[src/rtl/if_prefetch_buffer.sv]
// ---------------------------------------------------------------------------
// if_prefetch_buffer
//
// Instruction prefetch unit between the IF stage and a tagged instruction
// memory. It issues sequential BUS_LOAD requests, keeps the granted tags in
// an in-order outstanding queue, and buffers returned words with their
// PC/NPC in a FIFO that the IF stage drains.
//
// Handshake: an instruction is transferred on a rising clock edge where
// inst_valid && deq_ready are both 1. inst_valid and the inst_* head
// outputs come only from registered state. A word written into the FIFO on
// edge M is first visible after edge M, so there is no same-cycle bypass.
// Once inst_valid rises it stays high until the head is taken or a redirect
// flushes the buffer. deq_ready is ignored in a redirect cycle.
//
// Ports
//   clk               clock, all state updates on posedge
//   rst               synchronous reset, active-low
//   redirect_en       flush and restart fetch at redirect_pc
//   redirect_pc       new fetch address (word aligned)
//   deq_ready         IF stage accepts the head instruction this cycle
//   inst_valid        FIFO head valid
//   inst_out          head instruction word (0 when not valid)
//   inst_pc           head PC (0 when not valid)
//   inst_npc          head PC+4 (0 when not valid)
//   proc2mem_addr     IM request address (0 when no request)
//   proc2mem_command  BUS_NONE=2'b00 / BUS_LOAD=2'b01
//   mem2proc_response tag granted to this cycle's request, 0 = rejected
//   mem2proc_data     returned instruction word
//   mem2proc_tag      tag of returning data, 0 = no data
//   tag_err           sticky: returned tag did not match oldest outstanding
// ---------------------------------------------------------------------------
module if_prefetch_buffer #(
    parameter int          DEPTH    = 4,
    parameter logic [31:0] RESET_PC = 32'h0
) (
    input  logic        clk,
    input  logic        rst,
    input  logic        redirect_en,
    input  logic [31:0] redirect_pc,
    input  logic        deq_ready,
    output logic        inst_valid,
    output logic [31:0] inst_out,
    output logic [31:0] inst_pc,
    output logic [31:0] inst_npc,
    output logic [31:0] proc2mem_addr,
    output logic [1:0]  proc2mem_command,
    input  logic [3:0]  mem2proc_response,
    input  logic [31:0] mem2proc_data,
    input  logic [3:0]  mem2proc_tag,
    output logic        tag_err
);

    localparam int AW = (DEPTH > 1) ? $clog2(DEPTH) : 1;
    localparam int CW = AW + 1;

    typedef logic [AW-1:0] ptr_t;
    typedef logic [CW-1:0] cnt_t;

    localparam ptr_t         PTR_ONE  = ptr_t'(1);
    localparam cnt_t         CNT_ONE  = cnt_t'(1);
    localparam logic [CW:0]  DEPTH_W  = (CW + 1)'(DEPTH);
    localparam logic [1:0]   BUS_NONE = 2'b00;
    localparam logic [1:0]   BUS_LOAD = 2'b01;

    // Fetch address of the next request.
    logic [31:0] fetch_pc;

    // Outstanding request queue, oldest entry at osq_head.
    logic [3:0]       osq_tag [DEPTH];
    logic [31:0]      osq_pc  [DEPTH];
    logic [DEPTH-1:0] osq_live;
    ptr_t             osq_head, osq_tail;
    cnt_t             osq_count;

    // Instruction FIFO.
    logic [31:0] fifo_data [DEPTH];
    logic [31:0] fifo_pc   [DEPTH];
    ptr_t        fifo_head, fifo_tail;
    cnt_t        fifo_count;

    logic        tag_err_q;

    logic [CW:0] credit_used;
    logic        issue;
    logic        grant;
    logic        ret_valid;
    logic        ret_match;
    logic        ret_bad;
    logic        fifo_push;
    logic        fifo_pop;

    // Every outstanding request, live or dead, holds a FIFO slot in reserve,
    // so a returning live word always finds room.
    assign credit_used = {1'b0, fifo_count} + {1'b0, osq_count};
    assign issue       = rst && !redirect_en && (credit_used < DEPTH_W);
    assign grant       = issue && (mem2proc_response != 4'd0);

    assign ret_valid   = (mem2proc_tag != 4'd0);
    assign ret_match   = ret_valid && (osq_count != '0) &&
                         (osq_tag[osq_head] == mem2proc_tag);
    assign ret_bad     = ret_valid && !ret_match;

    // A return landing in a redirect cycle belongs to the old path.
    assign fifo_push   = ret_match && osq_live[osq_head] && !redirect_en;
    assign fifo_pop    = inst_valid && deq_ready && !redirect_en;

    assign proc2mem_command = issue ? BUS_LOAD : BUS_NONE;
    assign proc2mem_addr    = issue ? fetch_pc : 32'h0;

    assign inst_valid = (fifo_count != '0);
    assign inst_out   = inst_valid ? fifo_data[fifo_head]         : 32'h0;
    assign inst_pc    = inst_valid ? fifo_pc[fifo_head]           : 32'h0;
    assign inst_npc   = inst_valid ? (fifo_pc[fifo_head] + 32'd4) : 32'h0;
    assign tag_err    = tag_err_q;

    // Control state.
    always_ff @(posedge clk) begin
        if (!rst) begin
            fetch_pc   <= RESET_PC;
            osq_live   <= '0;
            osq_head   <= '0;
            osq_tail   <= '0;
            osq_count  <= '0;
            fifo_head  <= '0;
            fifo_tail  <= '0;
            fifo_count <= '0;
            tag_err_q  <= 1'b0;
        end else begin
            // Outstanding queue.
            if (grant) begin
                osq_live[osq_tail] <= 1'b1;
                osq_tail           <= osq_tail + PTR_ONE;
                fetch_pc           <= fetch_pc + 32'd4;
            end
            if (ret_match) begin
                osq_head <= osq_head + PTR_ONE;
            end
            case ({grant, ret_match})
                2'b10:   osq_count <= osq_count + CNT_ONE;
                2'b01:   osq_count <= osq_count - CNT_ONE;
                default: osq_count <= osq_count;
            endcase

            // Redirect kills every request still in flight; they keep their
            // queue slots so their returns are matched and then discarded.
            if (redirect_en) begin
                osq_live <= '0;
                fetch_pc <= redirect_pc;
            end

            // Instruction FIFO.
            if (redirect_en) begin
                fifo_head  <= '0;
                fifo_tail  <= '0;
                fifo_count <= '0;
            end else begin
                if (fifo_push) begin
                    fifo_tail <= fifo_tail + PTR_ONE;
                end
                if (fifo_pop) begin
                    fifo_head <= fifo_head + PTR_ONE;
                end
                case ({fifo_push, fifo_pop})
                    2'b10:   fifo_count <= fifo_count + CNT_ONE;
                    2'b01:   fifo_count <= fifo_count - CNT_ONE;
                    default: fifo_count <= fifo_count;
                endcase
            end

            if (ret_bad) begin
                tag_err_q <= 1'b1;
            end
        end
    end

    // Payload storage; entries are only read while their counters say they
    // are occupied, so they need no reset.
    always_ff @(posedge clk) begin
        if (grant) begin
            osq_tag[osq_tail] <= mem2proc_response;
            osq_pc[osq_tail]  <= fetch_pc;
        end
        if (rst && fifo_push) begin
            fifo_data[fifo_tail] <= mem2proc_data;
            fifo_pc[fifo_tail]   <= osq_pc[osq_head];
        end
    end

endmodule

[config.mk]
export PLATFORM = sky130hd
export DESIGN_NAME = if_prefetch_buffer
export DESIGN_NICKNAME = d
export VERILOG_FILES = /design/src/rtl/if_prefetch_buffer.sv
export SDC_FILE = /design/constraint.sdc
export NUM_CORES = 1
export LEC_CHECK = 0
export BUFFER_PORTS_ARGS = -buffer_cell sky130_fd_sc_hd__buf_2
export CORE_MARGIN = 2
export CORE_UTILIZATION = 39
export DETAILED_ROUTE_END_ITERATION = 6
export PLACE_DENSITY_LB_ADDON = 0.05
export SYNTH_ARGS = -nofsm -noshare
export SYNTH_HDL_FRONTEND = slang
export SYNTH_SLANG_ARGS = --single-unit
[constraint.sdc]
create_clock -name clk -period 8.95 [get_ports clk]
set_input_delay 2.2375 -clock clk [delete_from_list [all_inputs] [get_ports clk]]
set_output_delay 2.2375 -clock clk [all_outputs]
set_load 0.005 [all_outputs]
==> Implementation_results.wiki <==
{| class="wikitable"
! Metric !! Value
|-
| End of the worst register-to-register path || fifo_pc[0][3]$_DFFE_PP_
|-
| Sequential-to-total area share from yosys stat || 69.39%
|-
| Status || complete, no violations
|-
| Number of levels in the clock H-tree || 2
|-
| Detailed-route via count || roughly 10,000
|-
| Share of async-settable or async-resettable flops after synthesis || 0%
|-
| Site Rows || 80
|-
| Parity-gate share of the synthesized area counting xor and xnor cells || 1.437%
|-
| Global-route usage over all layers || 17.37%
|-
| Sort of element at the end of the critical path || output pin
|-
| First-pass GRT wire length || about 65,000 µm
|-
| GP Congestion || 0.7938
|-
| YS warnings || 0
|-
| Leakage dissipation || roughly 0.0076 µW
|-
| Most used DFF post-synth || edfxtp_1
|-
| Synthesized instance count || about 1,100
|-
| Leading cell type by number of instances after synthesis || edfxtp_1
|-
| Diode count || 0
|-
| Setup repair after global routing missed its margin || false
|-
| Maximum fanout along the worst path || 38
|-
| Maximum VDD drop || 0.0001292 V
|-
| Syn Nets || 1,210
|-
| Fin Clk Skew || around 0.015 ns
|-
| TritonCTS clock tree || built
|-
| Antenna Violating Nets Remaining || 0
|-
| Cell chosen for the clock root || clkbuf_16
|-
| Layout area overhead || 16.75%
|-
| Worst Hold End || osq_live[3]$_SDFFE_PP0P_
|-
| First DRT Iteration DRCs || 678
|-
| Most area-hungry cell type in the Yosys netlist || edfxtp_1
|-
| Number of global-route vias before repair || approximately 11,000
|-
| Hold Vio Cnt, Final || 0
|-
| Cell types occupying the most area after synthesis || edfxtp_1 64%, mux4_2 11%, dfxtp_1 5.8%
|-
| Tcrit/Tclk final || 76.90%
|-
| Area share of the largest cell type after synthesis || 63.56%
|-
| Fmax achieved || 145.3 MHz
|-
| # IOs || about 210
|-
| Number of buffers created by CTS || 49
|-
| Basic-gate share of the synthesized area counting and, or, nand and nor cells || approximately a tenth
|-
| Post-Route WL || 43,260 µm
|-
| Clock transition at the registers of the reported paths || 0.06 ns
|-
| Total Negative Setup Slacks || 0 ns
|-
| # nets final || ~1,400
|-
| Power density cells || 199.7 nW/µm²
|-
| Die outline width || 224.1 µm
|-
| Area share of fa/ha/maj cells after synthesis || 1.139%
|-
| Critical path class || primary input to output pin
|-
| Most frequent cells after synthesis || 400 x edfxtp_1, 95 x and2_1, 95 x mux4_2
|-
| PostCTS Resize Cnt || 0
|-
| Proportion of layout cells with a drive suffix above 1 || 29.48%
|-
| Slew Viols, Final || 0
|-
| Compound-Gate Fraction of Synth Area || 3.396%
|-
| Die Y-Extent || ~220 µm
|-
| Total of buffers placed on input and output ports || approximately 210
|-
| Congestion Overflow GR || 0
|-
| Worst Reg-to-Reg Cells || 7
|-
| WL/cell || about 22 µm
|-
| Area of the mapped netlist || 18,900 µm²
|-
| Yosys cell types || 67
|-
| Share of synthesized area spent on multiplexers || 13.07%
|-
| Largest net degree at the start of global routing || 44
|-
| Initial Utilization || 39.58%
|-
| Clock buffer depth || 3
|-
| Cts-stage hold buffer count || 0
|-
| Final setup violation count || 0
|-
| Worst Hold Launch || osq_live[3]$_SDFFE_PP0P_
|-
| Combinational family with the most area after synthesis || multiplexers
|-
| Startpoint Class || primary input
|-
| Slew at the pin closest to its max-slew limit || 1.163 ns
|-
| DRC viols || 0
|-
| Die Outline Area || 50,230 µm²
|-
| Number of synthesized register bits || about 460
|-
| Arrival time of data at the critical path endpoint || 4.64 ns
|-
| Avg Cell Area, Syn || ~17 µm²
|-
| Later-pin clock latency in the skew report || 0.58 ns
|-
| Max_slew headroom || 22.36%
|-
| Number of enable-type register cells in the synthesized netlist || 400
|-
| Post-CTS setup buffer count || 0
|-
| Minimum period implied by the final worst setup slack || 6.882 ns
|-
| Detailed-route vias per instance || 5.275
|-
| Worst hold path cell count || 1
|-
| First drt pass iteration count || 5
|-
| R2R Setup Slk || 5.10 ns
|-
| Antenna violations before repair || 1
|-
| Clock sink total || 455
|-
| Number of placed cells counting well taps || 1,891
|-
| Data required time of the worst path || 6.71 ns
|-
| Maximum capacitance violations || 0
|-
| Core Region || 47,750 µm²
|-
| Cell Count, Final, Fillers Out || 1,982
|-
| Half-perimeter wire length of the detailed placement result || approximately 28,000 µm
|-
| Worst min-delay path class || flip-flop to flip-flop
|}
[cell usage in the layout (no fill, tap or decap), types with 22 or more instances in the layout]
master	instances
nor2_1	56
nand3_1	22
nand2_1	33
buf_2	206
edfxtp_1	400
mux4_2	95
inv_1	24
clkbuf_16	50
and2_1	95
a21oi_1	31
dfxtp_1	52
[area by class of cell]
class                   instances  area (µm²)
fillers                      4204       25680
flip-flops and latches        455       13120
multi-input cells             573        5389
clock buffers                  72        1374
repair buffers                221        1144
well taps                     615       769.5
clock inverters                19       167.7
inverters                      27       101.3
[worst max-delay path, stage by stage]
cell	delay [ns]
buf_2	0.33
nor2b_1	0.75
and3_1	0.96
and2_1	0.24
buf_2	0.11
[stage by stage]
step                      power, µW  worst slack, ns  hold WS, ns  area, µm²  utilization [%]
final                          4405            2.068       0.4686      22060            46.21
after global placement         2524            2.145       0.4440      20520            42.98
after floorplan                2462            3.681       0.4354      18900                -
after detailed placement       2527            2.002       0.4529      20520            42.98
after CTS                      4462            2.005       0.4664      22060            46.21
after global routing           4559            1.782       0.4893      22060            46.21
[per-layer routing]
metal / GRT usage [%] / wire, µm / share of wire [%]
met5: 0 / 0 / 0
met4: 4.237 / 798 / 1.8
met3: 3.646 / 2249 / 5.2
met2: 28.25 / 20310 / 47
met1: 23.97 / 19900 / 46
[flip-flops by register name (all words and copies together) (netlist names), 3 cells and up, named ones only]
register / flops
fetch_pc: 32
fifo_count: 3
fifo_data: 128
fifo_pc: 128
osq_count: 3
osq_live: 4
osq_pc: 128
osq_tag: 16
[power breakdown]
| group | total, µW | switching (µW) | internal (µW) | leakage (µW) |
|---|---|---|---|---|
| Combinational | 113 | 66.9 | 46.3 | 0.00279 |
| Clock | 1930 | 801 | 1120 | 0.000747 |
| Sequential | 2370 | 31.2 | 2340 | 0.00410 |
[cell families after synthesis]
| family | count (synthesis) |
|---|---|
| compound gates | 100 |
| xor+xnor | 31 |
| fa+ha+maj | 16 |
| buf+inv | 90 |
| flops | 455 |
| mux | 117 |
| other cells | 1 |
| simple gates | 308 |
[worst max path at each step]
| stage | slack (ns) | endpoint | from |
|---|---|---|---|
| after detailed placement | 2.00 | proc2mem_addr[19] | redirect_en |
| after global placement | 2.15 | proc2mem_addr[4] | redirect_en |
| after CTS | 2.01 | proc2mem_addr[19] | redirect_en |
| final | 2.07 | proc2mem_addr[19] | redirect_en |
| after global routing | 1.78 | proc2mem_addr[14] | redirect_en |
| after floorplan | 3.68 | proc2mem_addr[22] | rst |
(Power assumes the default switching activity.)
